**src/rtl/rr_arbiter_16.sv**
```systemverilog
// ============================================================================
// rr_arbiter_16 : 16-way round-robin arbiter, owner holds until done.
// Optional forced release enabled by defining ARB_TIMEOUT_EN.  Rev 1.0
// ============================================================================
`default_nettype none

module rr_arbiter_16 #(
  parameter logic [7:0] TIMEOUT_CYC = 8'd255
) (
  input  logic        clk,
  input  logic        resetn,
  input  logic [15:0] req,
  input  logic        done,
  output logic [15:0] grant,
  output logic [3:0]  grant_id,
  output logic        grant_valid,
  output logic        timeout
);

  typedef enum logic [0:0] {
    S_IDLE = 1'b0,
    S_BUSY = 1'b1
  } state_t;

  state_t      state_q;
  logic [3:0]  ptr_q;
  logic [3:0]  grant_id_q;
  logic        grant_valid_q;
  logic [3:0]  ptr_d;
  logic [3:0]  pick_id;
  logic        pick_vld;

  if (TIMEOUT_CYC == 8'd0) begin : g_cfg_check
    $error("TIMEOUT_CYC must be in 1..255");
  end

  // First requester found scanning upward from ptr_q with wraparound.
  always_comb begin
    logic [3:0] idx;
    pick_id  = ptr_q;
    pick_vld = 1'b0;
    idx      = ptr_q;
    for (int k = 0; k < 16; k++) begin
      idx = ptr_q + 4'(k);
      if (!pick_vld && req[idx]) begin
        pick_id  = idx;
        pick_vld = 1'b1;
      end
    end
  end

  assign ptr_d = grant_id_q + 4'd1;

`ifdef ARB_TIMEOUT_EN
  logic [7:0] cnt_q;
  logic       timeout_q;
  logic       tmo_hit;

  assign tmo_hit = (cnt_q == (TIMEOUT_CYC - 8'd1));
  assign timeout = timeout_q;
`else
  assign timeout = 1'b0;
`endif

  always_ff @(posedge clk) begin
    if (!resetn) begin
      state_q       <= S_IDLE;
      ptr_q         <= 4'd0;
      grant_id_q    <= 4'd0;
      grant_valid_q <= 1'b0;
`ifdef ARB_TIMEOUT_EN
      cnt_q         <= 8'd0;
      timeout_q     <= 1'b0;
`endif
    end else begin
`ifdef ARB_TIMEOUT_EN
      timeout_q <= 1'b0;
`endif
      case (state_q)
        S_IDLE: begin
          if (pick_vld) begin
            grant_id_q    <= pick_id;
            grant_valid_q <= 1'b1;
            state_q       <= S_BUSY;
`ifdef ARB_TIMEOUT_EN
            cnt_q         <= 8'd0;
`endif
          end
        end
        S_BUSY: begin
          // done takes priority over a coincident timeout.
          if (done) begin
            grant_valid_q <= 1'b0;
            ptr_q         <= ptr_d;
            state_q       <= S_IDLE;
          end
`ifdef ARB_TIMEOUT_EN
          else if (tmo_hit) begin
            grant_valid_q <= 1'b0;
            ptr_q         <= ptr_d;
            state_q       <= S_IDLE;
            timeout_q     <= 1'b1;
          end else begin
            cnt_q <= cnt_q + 8'd1;
          end
`endif
        end
        default: state_q <= S_IDLE;
      endcase
    end
  end

  assign grant_id    = grant_id_q;
  assign grant_valid = grant_valid_q;
  assign grant       = grant_valid_q ? (16'h0001 << grant_id_q) : 16'h0000;

endmodule

`default_nettype wire

```
**config.mk**
```make
export PLATFORM = sky130hd
export DESIGN_NAME = rr_arbiter_16
export DESIGN_NICKNAME = d
export VERILOG_FILES = /design/src/rtl/rr_arbiter_16.sv
export SDC_FILE = /design/constraint.sdc
export NUM_CORES = 1
export LEC_CHECK = 0
export BUFFER_PORTS_ARGS = -buffer_cell sky130_fd_sc_hd__buf_2
export CORE_MARGIN = 1.5
export CORE_UTILIZATION = 65
export DETAILED_ROUTE_END_ITERATION = 10
export GPL_ROUTABILITY_DRIVEN = 0
export PLACE_DENSITY_LB_ADDON = 0.1
export SLEW_MARGIN = 20
export SYNTH_ARGS = -nofsm -noshare
export SYNTH_HDL_FRONTEND = slang
export SYNTH_SLANG_ARGS = --single-unit
```
**constraint.sdc**
```tcl
create_clock -name clk -period 7.6 [get_ports clk]
set_input_delay 0.76 -clock clk [delete_from_list [all_inputs] [get_ports clk]]
set_output_delay 0.76 -clock clk [all_outputs]
set_load 0.005 [all_outputs]
```
==> flow_summary.toml, run 1 <==
[outcome]
outcome = "completed"

[setup_path]
cp-end-kind = "register"
crit_arrival_ps = 4880
worstReg2RegEnd = "grant_id[0]$_SDFFE_PN0P_"
start_kind = "register"
ff2ff_setup_slack_ps = 2820
rr_startpoint = "ptr_q[1]$_SDFFE_PN0P_"
worstSetupEndpoint = "grant_id[0]$_SDFFE_PN0P_"
startpoint = "ptr_q[1]$_SDFFE_PN0P_"
path_class = "reg2reg"
worstPathRequired_ps = 7700
critPathMaxFanout = 30
r2r_cells = 11

[final_layout]
fillers = 362
multi_input_area_mm2 = 0.002658
antenna-diode-count = 0
area_delta_synth_final_pct = 6.153
layout.cells.non_filler = 433
mostFrequentLayoutCell = "buf_2"
mostFrequentLayoutCells = "buf_2, nand2_1, mux2i_1"
fin_util_pct = 72.86
drive_gt1_share_pct = 25.72
finalInstanceArea_mm2 = 0.003238
seq_area_um2 = 200.2
fin_nets = 415

[grt]
grt_pass1_vias = 2818
grt_first_pass_wirelength_um = 14390
grt_overflow = 0
grt_max_degree = 31
grt_usage_pct = 35.57
antenna_found_initial = 0

[clock_network]
cts_buffer_depth = 2
post_cts_buffers = 0
cts_resized = 0
cts_root_buf = "clkbuf_8"
cts_tree = "built"
cts_buffers = 3
holdBufCountCts = 0
cts_htree_levels = 1
clk_latency_ps = 240
clock-sinks = 10
cts.clk_slew.worst_paths_ps = 50

[power_and_ir_drop]
vdd_drop_max_mv = 0.1190
clockPowerShare_pct = 10.8
p_leak_nw = 1.317
p_comb_share_pct = 75.6
seq_power_share_pct = 13.6
p_sw_share_pct = 51.78
internal_power_mw = 0.2508
p_per_area_mw_per_mm2 = 160.6
finalPower_mw = 0.5200
power.switching_mw = 0.2692

[detailed_routing]
vias_per_cell = 7.402
via_count = 3205
drc_errors = 0
first_pass_iters = 6
detail_route.iter0.violations = 550
wl_per_cell_um = 20.79
wl_um = 9002
ant_nets = 0

[floorplanning]
dieArea_mm2 = 0.005113
floorplan.die.height_um = 71.51
start_util_pct = 68.64
chipWidth_um = 71.51
pin_count = 41
fp-row-count = 24
core-area_mm2 = 0.004444

[run]
max_cap_viol_count = 0

[logic_synthesis]
synth_ff_type = "dfxtp_1"
synth-edff-count = 0
netlist_instances = 356
synth_area_mm2 = 0.003050
synth_cell_type_count = 71
synth-async-reset-ratio_pct = 0
synth-seq-cells = 10
synth_nets = 388
synth_seq_area_share_pct = 6.563
syn_avg_cell_area_um2 = 8.569
yosys_warnings = 0

[timing]
setup_tns_ps = 0
hold_ws_ps = 568.0
finClkSkew_ps = 0.1706
slew_headroom_pct = 34.72
finalCriticalPeriod_ps = 4779
final.period_utilization_pct = 62.89
finalMaxSlewViolations = 0
fin_ws_ps = 2821
max_freq_ghz = 0.2092
tightest_slew_ps = 979.1
finalHoldViolations = 0
setup_violations = 0
rsz0062_at_grt = "no"

[place]
hpwlAfterDp_um = 6842
portBuffers = 39
dp_cells = 430
placed_area_mm2 = 0.003197
dpl_worst_slack_ps = 2959

[hold_path]
hold_class = "reg2reg"
==> synthesized netlist by cell type, types with 5 or more instances <==
master | number | area share, %
mux2_2 | 14 | 5.2
nand3_1 | 10 | 1.6
xnor2_1 | 6 | 1.7
nor2b_1 | 6 | 1.2
buf_2 | 9 | 1.5
nor2_1 | 17 | 2.1
buf_4 | 6 | 1.5
xor2_1 | 5 | 1.4
mux4_2 | 24 | 18
and3_1 | 18 | 3.7
o211ai_1 | 5 | 1.2
nand2_1 | 31 | 3.8
a21oi_1 | 16 | 2.6
mux2i_1 | 28 | 9.2
o21ai_0 | 21 | 3.4
a31oi_1 | 7 | 1.4
inv_1 | 12 | 1.5
ha_1 | 13 | 5.3
and2_1 | 9 | 1.8
dfxtp_1 | 10 | 6.6
==> sequential cells by signal, indices dropped and copies added, names as in the netlist <==
signal and flops:
grant_id 4, grant_valid 1, ptr_q 4, state_q 1
==> cell type report <==
type	count	share of cell area [%]
multi-input cells	312	82.07
repair buffers	43	6.955
flip-flops and latches	10	6.182
well taps	52	2.009
inverters	13	1.507
clock buffers	3	1.275
==> critical path, stage by stage, from the launching register on <==
cell and delay [ps]:
dfxtp_1 300, buf_4 350, inv_1 250, ha_1 1000
mux4_2 650, mux2i_1 390, mux2i_1 310, nor3_1 450
nand4_1 330, o31a_1 390, nand4_1 110, o221ai_1 110
==> per-layer routing <==
metal | vias up | GRT usage [%] | wire length (um)
li1 | 1444 | - | -
met1 | 1467 | 51.07 | 3514
met2 | 249 | 56.59 | 4039
met3 | 45 | 5.204 | 1132
met4 | 0 | 9.434 | 315
met5 | - | 0 | 0
==> cell families (layout without fill, tap and decap cells) <==
group	Yosys count	count (layout)	synth area share, %
and+or+nand+nor	115	115	19.81
xor gates and xnor gates	14	14	4.758
DFF	10	10	6.563
AOI/OAI and AO/OA	97	97	22.23
muxes	72	72	34.86
other	1	1	0.1229
buffers and inverters	34	59	6.316
adders and majority gates	13	13	5.332
==> worst min path at each step <==
stage,start,endpoint,slack [ps],cells after the start
after CTS,grant_id[1]$_SDFFE_PN0P_,grant_id[1]$_SDFFE_PN0P_,560,2
after floorplan,state_q$_SDFF_PN0_,state_q$_SDFF_PN0_,490,2
after global placement,state_q$_SDFF_PN0_,state_q$_SDFF_PN0_,550,2
after detailed placement,grant_id[1]$_SDFFE_PN0P_,grant_id[1]$_SDFFE_PN0P_,550,2
final,grant_id[1]$_SDFFE_PN0P_,grant_id[1]$_SDFFE_PN0P_,570,2
after global routing,grant_id[1]$_SDFFE_PN0P_,grant_id[1]$_SDFFE_PN0P_,610,2
==> power by group through the flow <==
stage | Clock, mW | Combinational [mW] | Sequential [mW]
2_1_floorplan | 0 | 0.296 | 0.0665
3_3_place_gp | 0 | 0.372 | 0.0710
3_5_place_dp | 0 | 0.376 | 0.0712
4_1_cts | 0.0560 | 0.378 | 0.0702
5_1_grt | 0.0582 | 0.419 | 0.0719
6_report | 0.0560 | 0.393 | 0.0706
Note: power is estimated with default switching activity, not from simulation.
==> run 2, diff against run 1 <==
- CORE_UTILIZATION: 65 -> 60
- clock period: 7.6 -> 4.7 ns (I/O delays scaled with it)
==> run 2 against run 1 <==
  * Critical endpoint is now grant_id[3]$_SDFFE_PN0P_
  * Sequential share of layout area down 0.12 points
  * Global-route usage down 1.1 points
  * Hold slack about the same
  * Critical path type unchanged
==> flow_summary.toml, run 2 (synthesized netlist as in run 1, its figures left out) <==
[outcome]
outcome = "completed"

[place]
hpwlAfterDp_um = 6964
portBuffers = 39

[floorplanning]
dieArea_mm2 = 0.005520
start_util_pct = 63.32
core-area_mm2 = 0.004817
fp-row-count = 25
chipWidth_um = 74.30
pin_count = 41
floorplan.die.height_um = 74.30

[setup_path]
cp-end-kind = "register"
cp_top_family = "multiplexers"
path_buf_inv = 2
cp_slowest_stage_delay_ps = 660
start_kind = "register"
critPathMaxFanout = 11
crit_chain = "inv_1, ha_1, buf_4, mux4_2, mux2i_1, mux2_2, and3b_1, and3_1, o211ai_1, o21ai_0, a31oi_1, o311a_1"
slowest_stage = "ha_1"
worstPathRequired_ps = 4830
path_class = "reg2reg"
crit_arrival_ps = 4250

[grt]
grt_first_pass_wirelength_um = 14680
grt_usage_pct = 34.50
antenna_found_initial = 0
grt_pass1_vias = 2818
grt_overflow = 0
grt_max_degree = 30

[final_layout]
fillers = 408
fin_nets = 421
mostFrequentLayoutCells = "buf_2, nand2_1, mux2i_1"
mostFrequentLayoutCell = "buf_2"
drive_gt1_share_pct = 26.87
area_delta_synth_final_pct = 8.245
antenna-diode-count = 0

[detailed_routing]
vias_per_cell = 7.143
drc_errors = 0
ant_nets = 0
wl_um = 9131
wl_per_cell_um = 20.11
first_pass_iters = 7
detail_route.iter0.violations = 535
via_count = 3243

[run]
max_cap_viol_count = 0

[clock_network]
cts_htree_levels = 1
cts_resized = 0
post_cts_buffers = 0
cts_tree = "built"
cts_root_buf = "clkbuf_8"
cts_buffers = 3
holdBufCountCts = 0
clk_latency_ps = 240
cts.clk_slew.worst_paths_ps = 50
cts_buffer_depth = 2
clock-sinks = 10

[timing]
finClkSkew_ps = 5.106
finalHoldViolations = 0
rsz0062_at_grt = "no"
slew_headroom_pct = 44.96
setup_violations = 0
finalCriticalPeriod_ps = 4121
finalMaxSlewViolations = 0
tightest_slew_ps = 820.7
setup_tns_ps = 0
final.period_utilization_pct = 87.69
max_freq_ghz = 0.2426

[power_and_ir_drop]
finalPower_mw = 0.8606
vdd_drop_max_mv = 0.1672
p_leak_nw = 1.347
p_per_area_mw_per_mm2 = 260.6

[hold_path]
hold_class = "reg2reg"
[run 2: cell types whose count changed in the layout (fill, tap and decap cells not counted), sizes merged]
| cell | change |
|---|---|
| buf | +6 |
[run 2: routing by layer]
layer / track usage [%] / part of all wire [%] / wire, um / up-vias
li1: - / - / - / 1451
met1: 50.34 / 41 / 3708 / 1503
met2: 49.70 / 43 / 3924 / 238
met3: 6.504 / 11 / 1035 / 51
met4: 14.95 / 5.1 / 462 / 0
met5: 0 / 0 / 0 / -
[run 2: layout make-up]
| type | instances | area, um2 | area share, % |
|---|---|---|---|
| Multi-Input combinational cell | 312 | 2658 | 80.48 |
| Timing Repair Buffer | 49 | 270.3 | 8.185 |
| Tap cell | 67 | 83.83 | 2.539 |
| Sequential cell | 10 | 200.2 | 6.063 |
| Clock buffer | 3 | 41.29 | 1.250 |
| Inverter | 13 | 48.80 | 1.478 |
[run 2: power by group]
group / total, mW / internal, mW / switching (mW)
combinational: 0.656 / 0.265 / 0.392
sequential: 0.113 / 0.0945 / 0.0187
clock: 0.0912 / 0.0562 / 0.0349
total: 0.861 / 0.415 / 0.445
[run 2: worst reg2reg max path, stage by stage, from the launching register on]
cell and delay, ps:
dfxtp_1 320, inv_1 150, ha_1 660, buf_4 270
mux4_2 550, mux2i_1 360, mux2_2 360, and3b_1 340
and3_1 380, o211ai_1 140, o21ai_0 90, a31oi_1 60
o311a_1 330
[run 2: metrics by stage]
step	util, %	area [um2]	hold slack, ps	std cells	setup slack, ps
2_1_floorplan	-	3050	487.6	356	737.8
3_3_place_gp	67.69	3261	552.0	451	804.2
3_5_place_dp	67.69	3261	559.7	451	660.5
4_1_cts	68.55	3302	571.2	454	660.1
5_1_grt	68.55	3302	593.2	454	296.1
6_report	68.55	3302	567.6	454	578.6
[run 2: worst paths after layout]
check / endpoint / slack (ps) / from / depth (start not counted)
min: state_q$_SDFF_PN0_ / 570 / state_q$_SDFF_PN0_ / 2
max: grant_id[3]$_SDFFE_PN0P_ / 580 / ptr_q[0]$_SDFFE_PN0P_ / 12
min reg2reg: state_q$_SDFF_PN0_ / 570 / state_q$_SDFF_PN0_ / 2
max reg2reg: grant_id[3]$_SDFFE_PN0P_ / 580 / ptr_q[0]$_SDFFE_PN0P_ / 12
